### config.mk
export PLATFORM = sky130hd
export DESIGN_NAME = fp_norm_round
export DESIGN_NICKNAME = d
export VERILOG_FILES = /design/src/rtl/fp_norm_round.sv
export SDC_FILE = /design/constraint.sdc
export NUM_CORES = 1
export LEC_CHECK = 0
export CAP_MARGIN = 20
export CORE_AREA = 2 2 124 126
export CTS_BUF_LIST = sky130_fd_sc_hd__clkbuf_16
export CTS_CLUSTER_DIAMETER = 120
export CTS_CLUSTER_SIZE = 28
export DETAILED_ROUTE_END_ITERATION = 6
export DIE_AREA = 0 0 126 128
export GPL_TIMING_DRIVEN = 0
export PLACE_DENSITY = 0.7
export SYNTH_ARGS = -nofsm -noshare
export SYNTH_HDL_FRONTEND = slang
export SYNTH_SLANG_ARGS = --single-unit
### constraint.sdc
create_clock -name clk -period 3.77 [get_ports clk]
set_clock_uncertainty 0.15 [all_clocks]
set_input_delay 0.9425 -clock clk [delete_from_list [all_inputs] [get_ports clk]]
set_output_delay 0.9425 -clock clk [all_outputs]
set_load 0.005 [all_outputs]
### src/rtl/fp_norm_round.sv
// Normalize-and-round stage behind the FP adder datapath.
// Two-stage valid/ready pipeline: s1 normalizes, s2 rounds and packs.
//
// Ports:
//   clk, rst             clock, async active-high reset
//   in_valid/in_ready    upstream handshake
//   in_sign              raw result sign
//   in_exp[E-1:0]        biased exponent of the hidden-bit position
//   in_mag[M+3:0]        {carry, hidden, frac[M-1:0], guard, sticky}
//   out_valid/out_ready  downstream handshake
//   out_sum[N-1:0]       packed {sign, exp, frac}
//   out_flags[2:0]       {overflow, underflow, inexact}
module fp_norm_round #(
  parameter int N = 32,
  localparam int E = N / 4,
  localparam int M = N - E - 1
) (
  input  logic         clk,
  input  logic         rst,
  input  logic         in_valid,
  output logic         in_ready,
  input  logic         in_sign,
  input  logic [E-1:0] in_exp,
  input  logic [M+3:0] in_mag,
  output logic         out_valid,
  input  logic         out_ready,
  output logic [N-1:0] out_sum,
  output logic [2:0]   out_flags
);

  localparam int LW = $clog2(M + 3);
  localparam int EW = E + 1;
  localparam logic [EW-1:0] EMAX = {1'b0, {E{1'b1}}};

  // s1 state
  logic          r_s1_valid;
  logic          r_s1_fin;
  logic          r_s1_sign;
  logic [EW-1:0] r_s1_exp;
  logic [M-1:0]  r_s1_frac;
  logic          r_s1_g;
  logic          r_s1_s;
  logic [2:0]    r_s1_flg;

  // s2 state
  logic          r_s2_valid;
  logic [N-1:0]  r_sum;
  logic [2:0]    r_flg;

  logic          w_s2_adv;

  // ---------------- stage 1: normalize ----------------
  logic          w_spec;
  logic          w_zero;
  logic          w_carry;
  logic          w_flush;
  logic [LW-1:0] w_lzc;
  logic [M+2:0]  w_shl;
  logic [EW-1:0] w_exp_in;
  logic [EW-1:0] w_exp_c;
  logic [EW-1:0] w_exp_l;

  logic          w_n_fin;
  logic [EW-1:0] w_n_exp;
  logic [M-1:0]  w_n_frac;
  logic          w_n_g;
  logic          w_n_s;
  logic [2:0]    w_n_flg;

  // Leading-zero count from the hidden-bit position downward;
  // the highest set bit wins since it is visited last.
  always_comb begin
    w_lzc = '0;
    for (int i = 0; i <= M + 2; i++) begin
      if (in_mag[i]) w_lzc = LW'(M + 2 - i);
    end
  end

  assign w_shl    = in_mag[M+2:0] << w_lzc;
  assign w_exp_in = {1'b0, in_exp};
  assign w_exp_c  = w_exp_in + EW'(1);
  assign w_exp_l  = w_exp_in - EW'(w_lzc);
  assign w_spec   = &in_exp;
  assign w_zero   = ~|in_mag;
  assign w_carry  = in_mag[M+3];
  assign w_flush  = w_exp_in <= EW'(w_lzc);

  // Final results (special, zero, flush) carry a ready packed word
  // through s1 and bypass rounding in s2.
  always_comb begin
    w_n_fin  = 1'b0;
    w_n_exp  = w_exp_l;
    w_n_frac = w_shl[M+1:2];
    w_n_g    = w_shl[1];
    w_n_s    = w_shl[0];
    w_n_flg  = 3'b000;
    if (w_spec) begin
      w_n_fin  = 1'b1;
      w_n_exp  = w_exp_in;
      w_n_frac = in_mag[M+1:2];
      w_n_g    = 1'b0;
      w_n_s    = 1'b0;
    end else if (w_zero) begin
      w_n_fin  = 1'b1;
      w_n_exp  = '0;
      w_n_frac = '0;
      w_n_g    = 1'b0;
      w_n_s    = 1'b0;
    end else if (w_carry) begin
      w_n_exp  = w_exp_c;
      w_n_frac = in_mag[M+2:3];
      w_n_g    = in_mag[2];
      w_n_s    = in_mag[1] | in_mag[0];
    end else if (w_flush) begin
      w_n_fin  = 1'b1;
      w_n_exp  = '0;
      w_n_frac = '0;
      w_n_g    = 1'b0;
      w_n_s    = 1'b0;
      w_n_flg  = 3'b011;
    end
  end

  // ---------------- stage 2: round ----------------
  logic          w_rnd;
  logic [M:0]    w_fsum;
  logic [EW-1:0] w_exp_r;
  logic          w_ovf;
  logic [N-1:0]  w_sum;
  logic [2:0]    w_flg;

  assign w_rnd   = r_s1_g & (r_s1_s | r_s1_frac[0]);
  assign w_fsum  = {1'b0, r_s1_frac} + (M+1)'(w_rnd);
  // Fraction carry-out leaves the low M bits at zero already.
  assign w_exp_r = r_s1_exp + EW'(w_fsum[M]);
  assign w_ovf   = w_exp_r >= EMAX;

  always_comb begin
    w_sum = {r_s1_sign, w_exp_r[E-1:0], w_fsum[M-1:0]};
    w_flg = {2'b00, r_s1_g | r_s1_s};
    if (r_s1_fin) begin
      w_sum = {r_s1_sign, r_s1_exp[E-1:0], r_s1_frac};
      w_flg = r_s1_flg;
    end else if (w_ovf) begin
      w_sum = {r_s1_sign, {E{1'b1}}, {M{1'b0}}};
      w_flg = 3'b101;
    end
  end

  // ---------------- handshake ----------------
  assign w_s2_adv  = ~r_s2_valid | out_ready;
  assign in_ready  = ~r_s1_valid | w_s2_adv;
  assign out_valid = r_s2_valid;
  assign out_sum   = r_sum;
  assign out_flags = r_flg;

  always_ff @(posedge clk or posedge rst) begin
    if (rst) begin
      r_s1_valid <= 1'b0;
      r_s1_fin   <= 1'b0;
      r_s1_sign  <= 1'b0;
      r_s1_exp   <= '0;
      r_s1_frac  <= '0;
      r_s1_g     <= 1'b0;
      r_s1_s     <= 1'b0;
      r_s1_flg   <= 3'b000;
      r_s2_valid <= 1'b0;
      r_sum      <= '0;
      r_flg      <= 3'b000;
    end else begin
      if (in_ready) begin
        r_s1_valid <= in_valid;
        if (in_valid) begin
          r_s1_fin  <= w_n_fin;
          r_s1_sign <= in_sign;
          r_s1_exp  <= w_n_exp;
          r_s1_frac <= w_n_frac;
          r_s1_g    <= w_n_g;
          r_s1_s    <= w_n_s;
          r_s1_flg  <= w_n_flg;
        end
      end
      if (w_s2_adv) begin
        r_s2_valid <= r_s1_valid;
        if (r_s1_valid) begin
          r_sum <= w_sum;
          r_flg <= w_flg;
        end
      end
    end
  end

endmodule

# Yosys cells after proc, flatten, opt, wreduce, memory -nomap -nowiden
# Cells that the tools add are included.
[totals] regBits=76 inputBits=40 out_inout_bits=37 word_cells=84
[classes] addsub=4 magnitude_cmp=2 shift=1 mux=54 n_bitwise=8 n_reduce_logical=4
[ops] operator="$mux 5" n=26
[ops] operator="$mux 23" n=4
[ops] operator="$mux 31" n=2
[ops] operator="$mux 9" n=4
[ops] operator="$reduce_or 27->1" n=1
[ops] operator="$shl 26x5->25" n=1
[ops] operator="$add 23x1->24" n=1
[ops] operator="$mux 1" n=12
[ops] operator="$add 8x1->9 const B" n=1
[ops] operator="$add 9x1->9" n=1
[ops] operator="$ge 9x8->1 const B" n=1
[ops] operator="$sub 8x5->9" n=1
[ops] operator="$le 8x5->1" n=1
[ops] operator="$mux 2" n=4
[ops] operator="$reduce_and 8->1" n=1
[ops] operator="$mux 3" n=2
[ops] operator="$or 1x1->1" n=5
[ops] operator="$reduce_and 2->1" n=2
[ops] operator="$not 1->1" n=2
[ops] operator="$and 1x1->1" n=1

# Depth between registers and ports, before layout
[depth] word_depth=31 mapped_depth=18 mapped_depth_nobuf=15

# Worst setup path after synthesis
# No wires, ideal clock.
[synth_path] kind="input -> register" from="input port in_mag[19]" to="register r_s1_frac[19]" setup_time_ns=0.087 t_arrival_ns=4.481 required_time_ns=3.533 setup_slack_ns=-0.948 path_stages=18 path_buffers=5 cell_sequence="buf_2 > nor4_1 > a21boi_0 > and2_1 > buf_2 > inv_2 > buf_2 > buf_1 > ha_1 > and3_1 > a41o_1 > a41o_1 > nor2_1 > clkbuf_1 > nand2_1 > a31oi_1 > a211oi_1 > o211ai_1"
[synth_via] elab_chain_len=12 word_cells_on_any_way=14 classes_between="1 x order compare; 1 x shift; 11 x mux; 1 x reduce/logical"
[synth_rtl] item="start, declared" line_no="24" text="input logic [M+3:0] in_mag,"
[synth_rtl] item="$mux 5 (7 in series)" line_no="75" text="if (in_mag[i]) w_lzc = LW'(M + 2 - i);"
[synth_rtl] item="$le 8x5->1 / $shl 26x5->25 (equally long branches)" line_no="86, 79"
[synth_rtl] item="$mux 23" line_no="114" text="end else if (w_flush) begin"
[synth_rtl] item="$mux 23" line_no="109" text="end else if (w_carry) begin"
[synth_rtl] item="$mux 23 (*)" line_no="103" text="end else if (w_zero) begin"
[synth_rtl] item="$mux 23 (*)" line_no="97" text="if (w_spec) begin"
[synth_rtl] item="end signal, assigned" line_no="177" text="r_s1_frac <= w_n_frac;"
[synth_rtl] item="end, declared" line_no="40" text="logic [M-1:0] r_s1_frac;"
# Every way passes the cells marked *; elsewhere a longest branch is shown, timed or not.
# A chain may end at the register's enable or synchronous reset.

# Final worst setup path
[layout_path] from="input port in_mag[7]" to="register r_s1_frac[20]"
[layout_via] elab_chain_len=24 word_cells_on_any_way=26 classes_between="1 x order compare; 1 x shift; 23 x mux; 1 x reduce/logical"
[layout_rtl] item="$mux 5 (19 in series)" line_no="75"
[layout_rtl] item="$le 8x5->1 / $shl 26x5->25 (equally long branches)" line_no="86, 79"
[layout_rtl] item="$mux 23" line_no="114"
[layout_rtl] item="$mux 23" line_no="109"
[layout_rtl] item="$mux 23 (*)" line_no="103"
[layout_rtl] item="$mux 23 (*)" line_no="97"
# Marked as above.

==> flow_summary.toml <==
[sta]
rsz0062_at_grt = "true"
worst_pin_slew_ps = 879.6
post-route-period-util_pct = 106.0
fmax_mhz = 250.2
drv_slew = 0
setup_viol = 23
min_period_ps = 3997
slew_headroom_pct = 41.36
fin_ws_ps = -227.5
hold_viol = 0

[routing]
wl_um = 26620
vias_per_cell = 6.414
detail_route.wl_per_cell_um = 21.96
num_vias = 7774
dr.pass1.iters = 7
drtIter0Drc = 804
antenna_left = 0
drc = 1

[power]
sequentialPowerShare_pct = 36.6
switchingPower_uw = 1030
p_total_uw = 2952
p_clk_share_pct = 24.5
p_int_uw = 1922
peakVddDrop_mv = 0.2175
sw_frac_of_total_pct = 34.90
powerDensity_mw_per_mm2 = 316.2
pwr-share-comb_pct = 38.9
p_leak_uw = 0.003660

[synthesis]
synthSimpleGateAreaFrac_pct = 24.83
synthMostInstantiatedCell = "nand2_1"
yosysWarnings = 0
synth_cell_types = 77
synth_adder_area_share_pct = 2.204
synth_edf_count = 0
synthMuxAreaShare_pct = 4.902
synth-main-ff-cell = "dfrtp_1"
ys_seq_area_share_pct = 28.12
synth.top_cell.area_share_pct = 28.12
synth-compound-area-share_pct = 29.30
synthCells = 875
syn_nets = 926
synth_top_area_cell = "dfrtp_1"
synth_area_mm2 = 0.006585
synth_xor_area_share_pct = 4.389
synth_top_family_by_area = "compound AO/OA/AOI/OAI gates"
synth_commonest_cells = "nand2_1, dfrtp_1, o21ai_0"
synthTopCellsByArea = "dfrtp_1, nand2_1, o21ai_0, a21oi_1, nor2_1"
ys_ff_latch = 74
synth.avg_cell_area_um2 = 7.526
synth-async-reset-ratio_pct = 100.0

[setup_path]
worstPathArrival_ps = 4040
r2r-start = "r_s1_frac[6]"
path_depth = 19
rrSetupSlack_ps = 150
critPathLaunch = "in_mag[7]"
critPathTopFamily = "compound AO/OA/AOI/OAI gates"
critPathKind = "input pin to flop"
r2r_end = "out_sum[28]"
critPathMaxStageDelay_ps = 340
crit_path_end_kind = "flop"
cp-endpoint = "r_s1_frac[20]"
critPathRequiredTime_ps = 3810
crit_slowest_cell = "a41o_4"
cp_max_fo = 5
critPathMostFrequentCell = "buf_8"
critPathBufInv = 7
crit_path_start_kind = "input pin"
rr_worst_depth = 16
crit_chain = "buf_8, clkbuf_16, buf_4, nor4_2, o31a_1, o211a_1, nor2_4, inv_4, buf_8, buf_8, ha_1, nor2b_4, o21ai_4, a41o_4, nor2_4, buf_8, o41a_1, a211oi_2, o211ai_1"

[place]
pre_cts_ws_ps = -1694
dpl.hpwl_um = 19020
io_buffer_count = 60
gp_congestion = 1.016

[floorplan]
start_util_pct = 44.30
dieArea_mm2 = 0.01613
fp.dieH_um = 128
num_io_pins = 77
die_x_um = 126
core_mm2 = 0.01486
num_rows = 45

[final_layout]
fin_nets = 1071
syn2layout_area_growth_pct = 41.80
diodes = 0
drive_gt1_share_pct = 25.78

[global_route]
grt_use_total_pct = 32.07
grt_overflow_total = 0
antenna_found_initial = 0
grt_max_degree = 75
grt_pass1_vias = 7284
grt_pass1_wl_um = 40550

[run_status]
failed_checks = "design-rule violations, negative setup slack"
status = "complete, but fails checks"

[cts]
cts_tree = "yes"
clk_latency_ps = 330
clk_pin_slew_worst_paths_ps = 50
cts_root_buf = "clkbuf_16"
cts_made_buffers = 9
cts-hold-fix-buffers = 0
htree_num_levels = 3
clockBufferDepth = 2
cts_sinks = 74

[worst_hold_path]
hold_path_depth = 2
hold_class = "flop to flop"

[run]
cap_viol_max_count = 0
[power groups by stage]
stage / Sequential (uW) / Clock [uW] / Combinational, uW
2_1_floorplan: 1070 / 0 / 565
3_3_place_gp: 1080 / 0 / 969
3_5_place_dp: 1090 / 0 / 977
4_1_cts: 1080 / 737 / 1060
5_1_grt: 1110 / 773 / 1240
6_report: 1080 / 724 / 1150
[stage by stage]
step	area, um^2	hold WS [ps]	setup TNS [ps]	utilization (%)	std cells
3_5_place_dp	7680	319.9	-70080	51.67	1123
5_1_grt	9338	357.7	-4722	62.82	1212
4_1_cts	8796	331.5	-4173	59.18	1190
3_3_place_gp	7677	309.8	-91870	51.65	1123
6_report	9338	324.9	-2935	62.82	1212
2_1_floorplan	6842	290.1	-7479	-	875
[tightest hold or removal path: stages, from the launching register on]
cell     delay, ps
dfrtp_1        340
nand2_1         40
o21ai_0         60
[layout by cell type (no fill, tap or decap), drive strengths merged, types with 9 or more instances in the layout]
cell	Yosys	layout
ha	10	10
nor3	26	26
inv	21	20
o21a	9	9
o21ai	73	73
nand2	118	118
xnor2	13	13
and3	19	19
o31ai	12	12
a211oi	15	15
clkdlybuf4s50	0	49
xor2	20	20
nor2b	12	12
nand3	41	41
o211ai	21	21
clkbuf	50	51
mux2i	15	15
nand2b	9	9
dfrtp	74	74
buf	25	116
a221oi	16	16
nor4	14	14
nand4	9	9
a21oi	57	57
nor2	70	70
[layout make-up]
type                    count  area [um^2]
flip-flops and latches     74         1853
multi-input cells         704         5139
plain buffers              71        521.8
well taps                 188        235.2
clock buffers               9        225.2
repair buffers            138         1226
inverters                  22        111.4
clock inverters             6        26.28
fillers                  1339         5527
[sequential cells by signal, summed over array words and instances, names as in the netlist]
| signal | count |
|---|---|
| out_flags | 3 |
| out_sum | 32 |
| out_valid | 1 |
| r_s1_sign | 1 |
| r_s1_frac | 23 |
| r_s1_fin | 1 |
| r_s1_s | 1 |
| r_s1_exp | 9 |
| r_s1_flg | 1 |
| r_s1_g | 1 |
| r_s1_valid | 1 |
[layer usage]
layer  global-route usage [%]  vias up  wire (um)
met5                        0        -          0
met4                    18.75        0       1845
met3                    4.716      134       2041
met2                    51.99      467      12000
met1                    40.90     3643      10730
li1                         -     3530          -
[kinds of logic (layout without fill, tap and decap cells)]
| kind of cell | Yosys count | after routing |
|---|---|---|
| flip-flops | 74 | 74 |
| multiplexers | 26 | 26 |
| AO/OA/AOI/OAI | 287 | 287 |
| XOR/XNOR | 33 | 33 |
| adder cells (fa/ha/maj) | 11 | 11 |
| AND/OR/NAND/NOR | 347 | 347 |
| buffers and inverters | 97 | 246 |
[how the worst min path moves through the flow]
stage | start | to | slack, ps
after global placement | out_sum[26] | out_sum[26] | 310
after global routing | out_sum[14] | out_sum[14] | 360
final | out_sum[4] | out_sum[4] | 320
after detailed placement | out_sum[2] | out_sum[2] | 320
after CTS | out_sum[4] | out_sum[4] | 330
after floorplan | r_s1_sign | r_s1_sign | 290
[timing repair]
| action | 4_1_cts | 5_1_grt |
|---|---|---|
| gates cloned | 1 | 0 |
| setup endpoints to repair | 68 | 66 |
| setup buffers | 52 | 26 |
| resized for setup | 149 | 120 |
| pin swaps | 36 | 56 |
No activity file was read; power rests on OpenSTA's default activity.
==> edit: new RTL, same flow settings <==
Change the parameter `N` from 32 to 16.
--- a/src/rtl/fp_norm_round.sv
+++ b/src/rtl/fp_norm_round.sv
@@ -11,7 +11,7 @@
 //   out_sum[N-1:0]       packed {sign, exp, frac}
 //   out_flags[2:0]       {overflow, underflow, inexact}
 module fp_norm_round #(
-  parameter int N = 32,
+  parameter int N = 16,
   localparam int E = N / 4,
   localparam int M = N - E - 1
 ) (
Ports: changed (resized in_exp, in_mag and out_sum); port bits go from 77 to 45. The function was not compared with the original's and may differ.
==> edit against the unedited design <==
Combinational power down 50%; wire length shrank 57%; area after synthesis decreased by 47%; worst hold slack lost 2.1 ps; sequential cell count down 32; final area is 50% lower; sequential share of layout area up 2.6 points; via count decreased by 53%; global-route usage is 18 points lower; worst setup slack improved by 310 ps; die area is the same; total power is 46% lower; critical path type unchanged.
==> edit: results (changes against the unedited design) <==
- The global-route wire length before repair is 18.1 mm (-55%).
- The adder and majority cell fraction of the synthesized area was 0.0414 (+0.0193).
- The worst flop-to-flop path endpoint is out_sum[4]$_DFFE_PP0P_.
- The number of nets in the finished design is 549 (-49%).
- The post-placement cell area was 0.00413 mm^2 (-46%).
- The final worst hold slack is 323 ps (-2.07 ps).
- The area share of xor/xnor cells in the synthesized design came to 0.0350 (-0.00893).
- The count of buffers inserted at the top-level ports is 39 (-35%).
- The maximum resistive drop on vdd is 0.172 mV (-21%).
- The worst register-to-register path begins at r_s1_frac[0]$_DFFE_PP0P_.
- The number of cells on the worst reg-to-reg path is 11 (-5).
- The number of cells after detailed placement is 667 (-41%).
- The worst hold path startpoint is out_sum[11]$_DFFE_PP0P_.
- The final weighted congestion in routability-driven placement is 0.967 (-4.8%).
- The arrival time at the worst endpoint is 3670 ps (-370 ps).
- The multiplexer fraction of the synthesized cell area is 0.0264 (-0.0226).
- The number of fill cells in the layout is 1,601 (+20%).
- By count the netlist is led by 63 x nand2_1, 44 x o21ai_0, 42 x dfrtp_1, 31 x a21oi_1, 26 x nor2_1.
- The power in sequential cells is 615 uW (-43%).
- The number of levels the H-tree was split into came to 2 (-1).
- The number of DRC markers in iteration 0 was 333 (-59%).
- The internal power is 1.06 mW (-45%).
- The sequential element share of the synthesized area came to 0.300 (+0.0185).
- The share of the synthesized area in compound gates (AO/OA/AOI/OAI) came to 0.287 (-0.00580).
- The number of nets produced by synthesis is 475 (-49%).
- The detailed-placement wirelength estimate came to 8.18 mm (-57%).
- The slew at the pin closest to its max-slew limit is 979 ps (+99.8 ps).
- The number of flip-flops in the largest register is 16 (-50%).
- The number of global-route vias before repair is 3,432 (-53%).
- The cell area power density is 339 mW/mm^2 (+7.1%).
- The total iterations of the first detailed-routing run came to 5 (-2).
- The largest fanout of any net on the critical path came to 8 (+3).
- The run finished with clean final reports.
- The total routing resource utilization after global routing is 0.136 (-0.185).
-- edit: cell types whose count changed after synthesis, sizes merged, moves of 13 or more --
cell    change
nor2       -41
clkbuf     -35
o211ai     -15
nand2      -54
nand3      -29
and3       -13
a21oi      -24
o21ai      -25
dfrtp      -32
-- edit: timing repair --
item	4_1_cts	5_1_grt
pin swaps	16	18
setup endpoints to repair	19	13
gates resized for setup	40	17
setup buffers	19	11
-- edit: layout make-up --
cell class	instances	area, um^2	area share
Multi-Input combinational cell	347	2360	0.504
Inverter	20	85.1	0.0182
Tap cell	188	235	0.0502
Clock buffer	5	125	0.0267
Buffer	29	200	0.0427
Sequential cell	42	1050	0.224
Clock inverter	3	12.5	0.00267
Timing Repair Buffer	69	612	0.131
-- edit: routing by layer --
| metal | track usage | wire length (um) |
|---|---|---|
| met5 | 0 | 0 |
| met4 | 0.0343 | 197 |
| met3 | 0.0213 | 794 |
| met2 | 0.219 | 5130 |
| met1 | 0.191 | 5240 |
-- edit: worst max path at each step --
| stage | slack (ps) | endpoint | start | cells after the start |
|---|---|---|---|---|
| floorplan | 30 | r_s1_s$_DFFE_PP0P_ | in_mag[4] | 13 |
| global placement | -910 | r_s1_frac[5]$_DFFE_PP0P_ | in_mag[5] | 14 |
| detailed placement | -900 | r_s1_frac[6]$_DFFE_PP0P_ | in_mag[5] | 14 |
| CTS | 3 | r_s1_frac[6]$_DFFE_PP0P_ | in_mag[5] | 16 |
| global route | 10 | r_s1_frac[7]$_DFFE_PP0P_ | in_mag[8] | 16 |
| finish | 80 | r_s1_frac[7]$_DFFE_PP0P_ | in_mag[8] | 16 |
-- edit: stage by stage --
stage	setup WS, ps	utilization
after floorplan	28.6	-
after global routing	11.8	0.315
after detailed placement	-895	0.278
after global placement	-913	0.278
after CTS	2.97	0.306
final	84.0	0.315
